## src/rtl/servo_pkg.sv

```systemverilog
// Shared constants, width type and clamp helper for the servo PWM block.
// Optional feature macro: SERVO_SLEW_LIMIT_EN (slew-limited width changes).
package servo_pkg;

    localparam int unsigned SERVO_CNT_W          = 20;
    localparam int unsigned SERVO_PERIOD_DEFAULT = 240000;
    localparam int unsigned SERVO_MIN_DEFAULT    = 12000;
    localparam int unsigned SERVO_MAX_DEFAULT    = 24000;
    localparam int unsigned SERVO_STEP_DEFAULT   = 240;

    typedef logic [SERVO_CNT_W-1:0] servo_w_t;

    // Zero stays zero (channel off); nonzero requests are forced into [min_w, max_w].
    function automatic logic [31:0] servo_clamp(input logic [31:0] data,
                                                input logic [31:0] min_w,
                                                input logic [31:0] max_w);
        logic [31:0] res;
        res = data;
        if (data == 32'd0) begin
            res = 32'd0;
        end else if (data < min_w) begin
            res = min_w;
        end else if (data > max_w) begin
            res = max_w;
        end
        return res;
    endfunction

endpackage

```

## src/rtl/servo_chan.sv

```systemverilog
// One servo channel: holds the pending target and the width in use this frame,
// and drives its registered PWM bit from the shared frame counter.
// Optional feature macro: SERVO_SLEW_LIMIT_EN (limit width change per frame to STEP).
module servo_chan
    import servo_pkg::*;
#(
    parameter int unsigned CNT_W = SERVO_CNT_W,
    parameter int unsigned MIN_W = SERVO_MIN_DEFAULT,
    parameter int unsigned MAX_W = SERVO_MAX_DEFAULT,
    parameter int unsigned STEP  = SERVO_STEP_DEFAULT
) (
    input  logic             clk,
    input  logic             rst,
    input  logic             wr_en_i,
    input  logic [CNT_W-1:0] wr_data_i,
    input  logic             load_i,
    input  logic [CNT_W-1:0] cnt_i,
    output logic             srv_o
);

    if (STEP == 0 || MIN_W > MAX_W) begin : g_param_err
        $error("servo_chan: need STEP > 0 and MIN_W <= MAX_W");
    end

    logic [CNT_W-1:0] target_q, target_d;
    logic [CNT_W-1:0] active_q, active_d;
    logic [CNT_W-1:0] wr_clamped;
    logic [CNT_W-1:0] next_w;
    logic             srv_q, srv_d;

    assign wr_clamped = CNT_W'(servo_clamp(32'(wr_data_i), MIN_W, MAX_W));

`ifdef SERVO_SLEW_LIMIT_EN
    localparam logic [CNT_W-1:0] StepW = CNT_W'(STEP);

    // Move toward target by at most StepW; power-up and switch-off jump immediately.
    always_comb begin
        next_w = target_q;
        if (active_q != '0 && target_q != '0) begin
            if (target_q > active_q) begin
                if (target_q - active_q > StepW) begin
                    next_w = active_q + StepW;
                end
            end else if (active_q - target_q > StepW) begin
                next_w = active_q - StepW;
            end
        end
    end
`else
    assign next_w = target_q;
`endif

    // Target follows accepted writes; active only changes on the frame-boundary strobe.
    always_comb begin
        target_d = target_q;
        active_d = active_q;
        if (wr_en_i) begin
            target_d = wr_clamped;
        end
        if (load_i) begin
            active_d = next_w;
        end
        srv_d = (cnt_i < active_q);
    end

    // Channel state with synchronous reset.
    always_ff @(posedge clk) begin
        if (rst) begin
            target_q <= '0;
            active_q <= '0;
            srv_q    <= 1'b0;
        end else begin
            target_q <= target_d;
            active_q <= active_d;
            srv_q    <= srv_d;
        end
    end

    assign srv_o = srv_q;

endmodule

```

## src/rtl/servo_pwm_multi.sv

```systemverilog
// Multi-channel servo PWM generator: shared frame counter, valid/ready width
// write port, per-channel clamp and frame-boundary apply, sticky bad-channel flag.
// Optional feature macro: SERVO_SLEW_LIMIT_EN (slew-limited width changes).
module servo_pwm_multi
    import servo_pkg::*;
#(
    parameter int unsigned CH     = 4,
    parameter int unsigned CNT_W  = SERVO_CNT_W,
    parameter int unsigned PERIOD = SERVO_PERIOD_DEFAULT,
    parameter int unsigned MIN_W  = SERVO_MIN_DEFAULT,
    parameter int unsigned MAX_W  = SERVO_MAX_DEFAULT,
    parameter int unsigned STEP   = SERVO_STEP_DEFAULT,
    // Wide enough to carry the value CH so out-of-range indices can be flagged.
    parameter int unsigned CH_W   = $clog2(CH + 1)
) (
    input  logic             clk,
    input  logic             rst,
    input  logic             pos_valid,
    output logic             pos_ready,
    input  logic [CH_W-1:0]  pos_ch,
    input  logic [CNT_W-1:0] pos_data,
    output logic [CH-1:0]    srv_o,
    output logic             frame_sync,
    output logic             err
);

    if (CH < 2 || MIN_W > MAX_W || MAX_W >= PERIOD || PERIOD < 2 ||
        ((PERIOD - 1) >> CNT_W) != 0) begin : g_param_err
        $error("servo_pwm_multi: need CH>=2 and MIN_W<=MAX_W<PERIOD<2**CNT_W");
    end

    localparam logic [CNT_W-1:0] CntLast    = CNT_W'(PERIOD - 1);
    localparam logic [CNT_W-1:0] CntPreLast = CNT_W'(PERIOD - 2);

    logic [CNT_W-1:0] cnt_q, cnt_d;
    logic             fs_q, fs_d;
    logic             err_q, err_d;
    logic             boundary;
    logic             wr_fire;
    logic             ch_ok;
    logic [CH-1:0]    wr_en;

    assign boundary  = (cnt_q == CntLast);
    // Writes are refused on the boundary cycle so a load never races a target update.
    assign pos_ready = ~boundary;
    assign wr_fire   = pos_valid & pos_ready;
    assign ch_ok     = (pos_ch < CH_W'(CH));

    // Frame counter, frame-sync look-ahead and sticky error next-state.
    always_comb begin
        cnt_d = boundary ? '0 : cnt_q + CNT_W'(1);
        fs_d  = (cnt_q == CntPreLast);
        err_d = err_q | (wr_fire & ~ch_ok);
    end

    // Decode the accepted write onto one channel; out-of-range indices hit nothing.
    always_comb begin
        wr_en = '0;
        for (int i = 0; i < CH; i++) begin
            wr_en[i] = wr_fire && (pos_ch == CH_W'(i));
        end
    end

    // Shared frame state with synchronous reset.
    always_ff @(posedge clk) begin
        if (rst) begin
            cnt_q <= '0;
            fs_q  <= 1'b0;
            err_q <= 1'b0;
        end else begin
            cnt_q <= cnt_d;
            fs_q  <= fs_d;
            err_q <= err_d;
        end
    end

    for (genvar i = 0; i < CH; i++) begin : g_chan
        servo_chan #(
            .CNT_W (CNT_W),
            .MIN_W (MIN_W),
            .MAX_W (MAX_W),
            .STEP  (STEP)
        ) u_chan (
            .clk       (clk),
            .rst       (rst),
            .wr_en_i   (wr_en[i]),
            .wr_data_i (pos_data),
            .load_i    (boundary),
            .cnt_i     (cnt_q),
            .srv_o     (srv_o[i])
        );
    end

    assign frame_sync = fs_q;
    assign err        = err_q;

endmodule

```

## config.mk

```make
export PLATFORM = sky130hd
export DESIGN_NAME = servo_pwm_multi
export DESIGN_NICKNAME = d
export VERILOG_FILES = /design/src/rtl/servo_pkg.sv /design/src/rtl/servo_chan.sv /design/src/rtl/servo_pwm_multi.sv
export SDC_FILE = /design/constraint.sdc
export NUM_CORES = 1
export LEC_CHECK = 0
export ABC_AREA = 0
export CORE_UTILIZATION = 55
export DETAILED_ROUTE_END_ITERATION = 8
export PLACE_DENSITY_LB_ADDON = 0.25
export SLEW_MARGIN = 30
export SYNTH_ARGS = -nofsm -noshare
export SYNTH_HDL_FRONTEND = slang
export SYNTH_HIERARCHICAL = 1
export SYNTH_SLANG_ARGS = --single-unit
```

## constraint.sdc

```tcl
create_clock -name clk -period 2.5 [get_ports clk]
set_input_delay 0.75 -clock clk [delete_from_list [all_inputs] [get_ports clk]]
set_output_delay 0.75 -clock clk [all_outputs]
set_load 0.005 [all_outputs]
```

==> impl_results.md, run 1 <==
- CP Buf/Inv Count: 3
- Pwr Density: 554 nW/um2
- CTS tree: done
- GRT overflow: 0
- Total of max-cap violations: 0
- Internal power: 4.86 mW
- DR vias/cell: 5.64
- Crit-path cells: nor4_4 > nand4_1 > nor3_4 > buf_4 > inv_2 > buf_6
- Register area: 3730 um2
- Commonest cells in the netlist: dfxtp_1 (186), nor2_1 (126), inv_1 (89), mux2i_1 (82), ha_1 (78)
- Total Nets Final: 1237
- WP data required: 1.75 ns
- #FFs+latches synth: 186
- Post-DP HPWL: 17000 um
- Maximum vdd drop: 0.523 mV
- Worst Path Arrival: 1.70 ns
- Share of flip-flops with an asynchronous set or reset: 0
- Max Slew Vio Count: 0
- Gp weighted congestion: 0.843
- P_sw: 1.46 mW
- Sequential share of power: 0.476
- Worst Hold Class: reg2reg
- Synth Area in Compound Gates: 0.148
- Slowest CP cell: dfxtp_2
- Metal3 WL: 902 um
- Largest net degree at the start of global routing: 44
- CTS H-tree lvls: 4
- Worst-path clk slew: 0.07 ns
- Fillers: 1181
- Max Fclk: 0.409 GHz
- Period utilization: 0.979
- Met2 Wirelength: 10400 um
- Synth Area in Adders: 0.106
- I/O pin cnt: 33
- Cts hold-fix bufs: 0
- CTS Sinks: 186
- Post-synth net total: 1078
- Post-DR wirelength/cell: 16.8 um
- Clk pwr share: 0.451
- Fin. Hold Viols: 0
- Crit Path Max Fanout: 2
- Ant diodes: 0
- Switching Share: 0.230
- Hold WS: 0.458 ns
- Synth Area in Simple Gates: 0.188
- Synth Area per Inst: 9.41 um2
- All-layer global routing usage: 0.281
- Layout cells sized above 1: 0.179
- Status: complete, no violations
- Warnings, synthesis: 6
- Mux contribution to synthesized area: 0.0895
- Crit path capture type: primary output
- Post-Syn Area: 9170 um2
- CP max stage delay: 0.34 ns
- Vias: 7681
- Initial core utilization: 0.571
- 1st-pass router iterations: 5
- Met1 WL: 11100 um
- Placeable Area: 16100 um2
- Routed WL: 22900 um
- Worst Clk Skew: 0.00972 ns
- First-pass GRT wire length: 36700 um
- Post-Synthesis Cells: 974
- DIE HEIGHT: 131 um
- CTS Buffer Depth: 2
- Die area: 17200 um2
- Cell family with most CP delay: simple AND/OR/NAND/NOR gates
- Leak pwr: 4.54 nW
- Synth area leader: dfxtp_1
- Sequential area share after synthesis: 0.406
- I/O Buffers: 32
- DRC violation count after routing: 0
- Clock latency on the worst-skew pair: 0.43 ns
- Antenna violations before repair: 0
- Fraction of synthesized cell area in xor and xnor cells: 0.0134
- Top cells by area, synth: dfxtp_1 (41%), ha_1 (11%), mux2i_1 (9.0%)
- Hold Startpoint: g_chan[0].u_chan/next_w[18]$_SDFFE_PP0P_
- DR top layer: met4
- Fin crit period: 2.45 ns
- Unrepaired setup endpoints after global routing: true
- Main combinational cell family by area after synthesis: simple AND/OR/NAND/NOR gates
- Yosys top cell area share: 0.406
- Synth cell types: 52
- Area grow syn2layout: 24.4%
- Area of the multi-input gates: 5050 um2
- R2R Path Start: cnt_q[9]$_SDFF_PP0_
- Chip Width: 131 um
- Relative slew slack: 0.505
- Post-synth top flop: dfxtp_1
- CP Class: reg2out
- Vias in the first global route: 7117
- # setup viols final: 0
- Most common cell in the netlist: dfxtp_1
- Logic pwr share: 0.073
- Number of synthesized flops with an enable pin: 0
- Critical Path Source: cnt_q[18]$_SDFF_PP0_
- Antenna-violating nets left: 0
- Total CTS buffers: 17
- Setup TNS Final: 0 ns
- Detailed Route Iter0 Violations: 543
- Clock root cell: clkbuf_16
- Startpoint class of the critical path: register
- Worst Tran Pin Value: 0.743 ns
- # rows: 46
-- power groups by stage --
stage	Clock (mW)	Sequential (mW)	Combinational, mW
detailed placement	0	3.08	0.455
floorplan	0	3.07	0.166
finish	2.85	3.01	0.460
global route	3.01	3.01	0.497
CTS	2.89	3.01	0.457
global placement	0	3.08	0.449
-- cells in the final DEF, fill, tap and decap left out, types with 5 or more instances in the layout --
| master | netlist | routed |
|---|---|---|
| a21oi_1 | 44 | 44 |
| clkbuf_16 | 0 | 17 |
| o21ai_0 | 17 | 17 |
| a221oi_1 | 8 | 8 |
| nor4_4 | 4 | 5 |
| nand2b_1 | 13 | 13 |
| nand3b_1 | 16 | 16 |
| nor4_1 | 16 | 14 |
| nand3_2 | 5 | 5 |
| nor2_1 | 126 | 124 |
| nand3_1 | 13 | 13 |
| ha_1 | 78 | 78 |
| buf_4 | 0 | 133 |
| mux2i_1 | 82 | 82 |
| dfxtp_1 | 186 | 183 |
| a31oi_1 | 12 | 12 |
| clkdlybuf4s50_1 | 0 | 26 |
| nand2_1 | 51 | 51 |
| nor3_1 | 22 | 22 |
| xnor2_1 | 12 | 12 |
| inv_1 | 89 | 88 |
| nand4_1 | 11 | 11 |
| and2_1 | 21 | 21 |
| a21o_1 | 16 | 16 |
| a22o_1 | 40 | 40 |
-- final timing paths --
| kind | end | slack (ns) | depth (start not counted) |
|---|---|---|---|
| max | pos_ready | 0.05 | 6 |
| min | g_chan[0].u_chan/next_w[18]$_SDFFE_PP0P_ | 0.46 | 1 |
| max reg2reg | g_chan[2].u_chan/next_w[6]$_SDFFE_PP0P_ | 0.13 | 11 |
| min reg2reg | g_chan[0].u_chan/next_w[18]$_SDFFE_PP0P_ | 0.46 | 1 |
-- timing repair --
item / in CTS / in global routing
pin swaps: 3 / 4
resized for setup: 10 / 9
endpoints found under the setup margin: 31 / 36
setup buffers: 1 / 1
-- routing by layer --
metal  up-vias  track usage
li1       3805            -
met4         0       0.0920
met5         -            0
met2       184        0.447
met1      3655        0.387
met3        37       0.0499
-- cell type report --
| class | count | share of cell area |
|---|---|---|
| Multi-Input combinational cell | 672 | 0.443 |
| Clock inverter | 13 | 0.0160 |
| Inverter | 89 | 0.0293 |
| Timing Repair Buffer | 167 | 0.121 |
| Tap cell | 216 | 0.0237 |
| Clock buffer | 19 | 0.0397 |
| Sequential cell | 186 | 0.327 |
-- metrics by stage --
step | instances | instance area (um2) | utilization | power, mW | setup WS (ns)
3_3_place_gp | 1328 | 10700 | 0.666 | 3.52 | -0.379
5_1_grt | 1362 | 11400 | 0.710 | 6.52 | -0.0470
6_report | 1362 | 11400 | 0.710 | 6.32 | 0.0526
3_5_place_dp | 1328 | 10700 | 0.666 | 3.53 | -0.399
4_1_cts | 1361 | 11400 | 0.707 | 6.36 | -0.0485
2_1_floorplan | 974 | 9170 | - | 3.24 | 0.147
-- sequential cells by signal (all words and copies together) (netlist names) --
signal,cells
g_chan.u_chan/active_q,80
g_chan.u_chan/next_w,80
cnt_q,20
g_chan.u_chan/srv_o,4
err,1
frame_sync,1
-- logic make-up after synthesis --
logic type | count (synthesis)
flip-flops | 186
XOR/XNOR | 14
multiplexers | 82
AND/OR/NAND/NOR | 322
buffers and inverters | 116
adder cells (fa/ha/maj) | 78
AO/OA/AOI/OAI | 176
No activity file was read; power rests on OpenSTA's default activity.
==> run 2: changes to the inputs <==
--- a/config.mk
+++ b/config.mk
@@ -10,2 +10,3 @@
 export DETAILED_ROUTE_END_ITERATION = 8
+export GPL_TIMING_DRIVEN = 1
 export PLACE_DENSITY_LB_ADDON = 0.25
@@ -16 +17,2 @@
 export SYNTH_SLANG_ARGS = --single-unit
+export TNS_END_PERCENT = 10
--- a/constraint.sdc
+++ b/constraint.sdc
@@ -3,2 +3,2 @@
 set_output_delay 0.75 -clock clk [all_outputs]
-set_load 0.005 [all_outputs]
+set_load 0.02 [all_outputs]
==> impl_results.md, run 2 (synthesis gave the netlist of run 1 again) <==
- I/O pin cnt: 33
- CP Buf/Inv Count: 3
- Crit Path Max Fanout: 2
- Area of the multi-input gates: 5120 um2
- CP max stage delay: 0.33 ns
- Max Fclk: 0.404 GHz
- Clk pwr share: 0.438
- Setup WS post-layout: 0.0245 ns
- Post-DR wirelength/cell: 16.6 um
- Largest net degree at the start of global routing: 52
- Status: complete, no violations
- Post-DP HPWL: 16900 um
- Relative slew slack: 0.542
- Chip Width: 131 um
- CTS Buffer Depth: 2
- Crit-path cells: nor4_2 > nand4_1 > nor3_4 > buf_6 > inv_2 > buf_6
- DIE HEIGHT: 131 um
- DRC violation count after routing: 0
- Worst Path Arrival: 1.73 ns
- Total of max-cap violations: 0
- Antenna-violating nets left: 0
- Critical Path Stages: 6
- CTS H-tree lvls: 4
- CTS tree: done
- Hold WS: 0.458 ns
- Gp weighted congestion: 0.858
- Register-to-Register Path Depth: 11
- Worst-path clk slew: 0.07 ns
- DR vias/cell: 5.63
- Placeable Area: 16100 um2
- Commonest non-fill, non-tap cell in the layout: dfxtp_1
- Cell family with most CP delay: simple AND/OR/NAND/NOR gates
- Clock latency on the worst-skew pair: 0.43 ns
- # rows: 46
- Area grow syn2layout: 24.7%
- Setup TNS Final: 0 ns
- Initial core utilization: 0.571
- Final Core Density: 0.712
- Sequential share of power: 0.485
- I/O Buffers: 32
- Layout cells sized above 1: 0.187
- Routed WL: 22700 um
- Commonest non-fill, non-tap cells in the layout: dfxtp_1 (184), buf_4 (132), nor2_1 (124), inv_1 (87), mux2i_1 (82)
- Register area: 3730 um2
- Fillers: 1181
- Antenna violations before repair: 0
- WP data required: 1.75 ns
- Worst Hold Class: reg2reg
- Detailed Route Iter0 Violations: 524
- Crit path capture type: primary output
- Logic pwr share: 0.077
- Final Power: 6.20 mW
- Vias in the first global route: 7185
- CTS Sinks: 186
- # setup viols final: 0
- P_sw: 1.47 mW
- Pre-CTS WS: -0.423 ns
- Leak pwr: 4.50 nW
- Unrepaired setup endpoints after global routing: true
- CP Class: reg2out
- First-pass GRT wire length: 36800 um
- Cell mode on critical path: buf_6
- Worst Clk Skew: 0.00695 ns
- Worst Tran Pin Value: 0.686 ns
- Ant diodes: 0
- All-layer global routing usage: 0.281
- GRT overflow: 0
- Internal power: 4.73 mW
- Fin. Hold Viols: 0
- Clock root cell: clkbuf_16
- Startpoint class of the critical path: register
- Period utilization: 0.990
- Switching Share: 0.238
- Slowest CP cell: dfxtp_2
- R2R Setup Slk: 0.12 ns
- Maximum vdd drop: 0.510 mV
- Max Slew Vio Count: 0
- Total CTS buffers: 17
- Fin crit period: 2.48 ns
- Die area: 17200 um2
- Vias: 7671
- Worst hold stages: 1
- Pwr Density: 543 nW/um2
- Total Nets Final: 1237
- 1st-pass router iterations: 6
## run 2: cell count changes in the layout (fill, tap and decap cells not counted), moves of 3 or more
| cell | change |
|---|---|
| clkinv_4 | -3 |
| inv_6 | +6 |
| clkinvlp_4 | +5 |
| inv_8 | -4 |
| a221oi_2 | +3 |
| a221oi_1 | -3 |
## run 2: path summary, 6_finish.rpt
| path | start | to |
|---|---|---|
| min reg2reg | g_chan[0].u_chan/next_w[15]$_SDFFE_PP0P_ | g_chan[0].u_chan/next_w[15]$_SDFFE_PP0P_ |
| max | cnt_q[18]$_SDFF_PP0_ | pos_ready |
| max reg2reg | cnt_q[9]$_SDFF_PP0_ | g_chan[2].u_chan/next_w[8]$_SDFFE_PP0P_ |
| min | g_chan[0].u_chan/next_w[15]$_SDFFE_PP0P_ | g_chan[0].u_chan/next_w[15]$_SDFFE_PP0P_ |
## run 2: final cells by class
cell class	count	area share
multi-input cells	672	0.448
inverters	89	0.0296
well taps	216	0.0237
flip-flops and latches	186	0.326
clock buffers	18	0.0384
repair buffers	167	0.121
clock inverters	14	0.0139
## run 2: power by group through the flow
stage | registers (mW) | clock network [mW] | logic [mW]
floorplan | 3.08 | 0 | 0.166
global placement | 3.08 | 0 | 0.456
detailed placement | 3.08 | 0 | 0.462
CTS | 3.01 | 2.75 | 0.467
global route | 3.01 | 2.89 | 0.515
finish | 3.01 | 2.71 | 0.478
## run 2: through the flow
step / std cells / area [um2]
2_1_floorplan: 974 / 9170
3_3_place_gp: 1329 / 10700
3_5_place_dp: 1329 / 10700
4_1_cts: 1362 / 11300
5_1_grt: 1362 / 11400
6_report: 1362 / 11400
## run 2: repair_timing
action / in CTS / in global routing
pin swaps: 3 / 7
setup buffers: 1 / 0
resized for setup: 9 / 21
endpoints found under the setup margin: 31 / 52
hold buffers: 0 / 0
## run 2: worst register-to-register path, cell delays in order (launching register included)
cell and delay [ns]:
dfxtp_2 0.33, and4bb_2 0.24, nand4_1 0.16, nor3_4 0.06, buf_4 0.14, buf_4 0.15, buf_4 0.15, nor4b_4 0.32
o21ai_1 0.14, buf_4 0.17, nand2b_1 0.17, a221oi_1 0.25
## run 2: layer usage
layer  GRT usage  vias to the layer above  wire length [um]
met5           0                        -                 0
met4       0.113                        0               519
met3      0.0519                       38              1350
met2       0.430                      240             10300
met1       0.390                     3581             10600
li1            -                     3812                 -
==> run 3: changes to the inputs <==
Settings changed: CORE_UTILIZATION 55 to 60.
Clock period 2.5 ns to 2.88 ns, I/O delays scaled along.
==> impl_results.md, run 3 (synthesis gave the netlist of run 1 again) <==
- Layout cells sized above 1: 0.156
- Detailed Route Iter0 Violations: 608
- Worst-path clk slew: 0.06 ns
- Initial core utilization: 0.624
- Worst Hold Class: reg2reg
- Die area: 15800 um2
- CP max stage delay: 0.35 ns
- DRC violation count after routing: 1
- Period utilization: 0.962
- Clock latency on the worst-skew pair: 0.42 ns
- Routed WL: 22600 um
- # setup viols final: 0
- Total CTS buffers: 17
- Max Fclk: 0.361 GHz
- Relative slew slack: 0.521
- CTS Sinks: 186
- Violated checks: design-rule violations
- Post-DP HPWL: 16600 um
- Crit-path cells: ha_1 > nand2_2 > nor3_4 > inv_1 > dlygate4sd2_1
- CTS H-tree lvls: 4
- Crit Path Max Fanout: 6
- Fin. Hold Viols: 0
- First-pass GRT wire length: 37500 um
- Clk pwr share: 0.443
- Unrepaired setup endpoints after global routing: false
- Reg-to-Reg End: g_chan[2].u_chan/next_w[1]$_SDFFE_PP0P_
- Antenna violations before repair: 0
- Internal power: 4.16 mW
- Antenna-violating nets left: 0
- Leak pwr: 4.35 nW
- Setup TNS Final: 0 ns
- All-layer global routing usage: 0.298
- Clock root cell: clkbuf_16
- Grt peak-use layer: met2
- Fin crit period: 2.77 ns
- Total Nets Final: 1213
- Worst Path Arrival: 1.91 ns
- Worst Tran Pin Value: 0.717 ns
- Pwr Density: 485 nW/um2
- Cell family with most CP delay: simple AND/OR/NAND/NOR gates
- Maximum vdd drop: 0.414 mV
- Vias in the first global route: 7493
- Area grow syn2layout: 21.3%
- I/O pin cnt: 33
- Final Core Density: 0.757
- CTS tree: done
- Logic pwr share: 0.072
- Hold Startpoint: g_chan[2].u_chan/next_w[16]$_SDFFE_PP0P_
- Status: complete, but fails checks
- DIE HEIGHT: 126 um
- Sequential share of power: 0.485
- Setup WS post-layout: 0.109 ns
- Total of max-cap violations: 0
- Met2 usage: 0.493
- I/O Buffers: 32
- Commonest non-fill, non-tap cells in the layout: dfxtp_1 (186), nor2_1 (123), buf_4 (109), inv_1 (89), mux2i_1 (82)
- 1st-pass router iterations: 7
- Largest net degree at the start of global routing: 48
- Switching Share: 0.228
- Met1 usage: 0.397
- Post-DR wirelength/cell: 17.3 um
- Vias: 7702
- Slowest CP cell: dfxtp_1
- Worst Clk Skew: 0.00846 ns
- Cts hold-fix bufs: 0
- R2R Path Start: cnt_q[0]$_SDFF_PP0_
- WP data required: 2.02 ns
- GRT overflow: 0
- Crit path capture type: primary output
- Max Slew Vio Count: 0
- CP Class: reg2out
- DR vias/cell: 5.90
- P_sw: 1.23 mW
- Startpoint class of the critical path: register
- Ant diodes: 0
- CP Buf/Inv Count: 2
- Chip Width: 126 um
- CTS Buffer Depth: 2
- Commonest non-fill, non-tap cell in the layout: dfxtp_1
- R2R Setup Slk: 0.20 ns
- Worst hold stages: 1
- # rows: 44
- Hold worst-path end: g_chan[2].u_chan/next_w[16]$_SDFFE_PP0P_
- Placeable Area: 14700 um2
- Met3 usage: 0.0484
- Pre-CTS WS: -0.154 ns
- Register-to-Register Path Depth: 10
- Fillers: 1019
- Gp weighted congestion: 0.848
-- run 3: power groups by stage --
stage	Sequential (mW)	Clock [mW]	Combinational, mW
4_1_cts	2.61	2.41	0.385
6_report	2.61	2.39	0.391
3_3_place_gp	2.67	0	0.373
5_1_grt	2.61	2.52	0.414
3_5_place_dp	2.67	0	0.381
2_1_floorplan	2.68	0	0.144
-- run 3: per-stage QoR --
step | cells | area [um2] | power (mW) | hold WS (ns)
2_1_floorplan | 974 | 9170 | 2.82 | 0.430
3_3_place_gp | 1271 | 10500 | 3.04 | 0.442
3_5_place_dp | 1271 | 10500 | 3.05 | 0.449
4_1_cts | 1305 | 11100 | 5.41 | 0.468
5_1_grt | 1306 | 11100 | 5.55 | 0.481
6_report | 1306 | 11100 | 5.39 | 0.465
-- run 3: routing by layer --
layer	share of wire	vias to the layer above	wire length, um
li1	-	3754	-
met1	0.47	3687	10700
met2	0.46	227	10400
met3	0.044	34	1000
met4	0.020	0	463
met5	0	-	0
-- run 3: worst max path at each step --
stage | start | end | slack (ns) | cells after the start
2_1_floorplan | cnt_q[11]$_SDFF_PP0_ | pos_ready | 0.37 | 5
3_3_place_gp | pos_data[9] | g_chan[2].u_chan/next_w[0]$_SDFFE_PP0P_ | -0.13 | 6
3_5_place_dp | pos_ch[2] | g_chan[2].u_chan/next_w[3]$_SDFFE_PP0P_ | -0.15 | 7
4_1_cts | cnt_q[18]$_SDFF_PP0_ | pos_ready | 0.04 | 5
5_1_grt | cnt_q[0]$_SDFF_PP0_ | pos_ready | 0.005 | 5
6_report | cnt_q[0]$_SDFF_PP0_ | pos_ready | 0.11 | 5
-- run 3: final cells by class --
class / count / area, um2 / area share
multi-input combinational: 672 / 5040 / 0.453
sequential: 186 / 3720 / 0.335
timing repair buffer: 143 / 1190 / 0.107
clock buffer: 19 / 443 / 0.0398
inverter: 89 / 334 / 0.0300
tap: 184 / 230 / 0.0207
clock inverter: 13 / 166 / 0.0150
-- run 3: timing repair --
item,CTS,global route
gates cloned,0,0
setup buffers,2,1
pin swaps,2,2
setup endpoints to repair,22,1
gates resized for setup,4,1
-- run 3: worst register-to-register path, delay by kind of cell (launching register included) --
family | cells | cell delay [ns]
AOI/OAI and AO/OA | 2 | 0.32
buffers and inverters | 3 | 0.52
DFF | 1 | 0.32
adders and majority gates | 1 | 0.27
and+or+nand+nor | 4 | 1.20
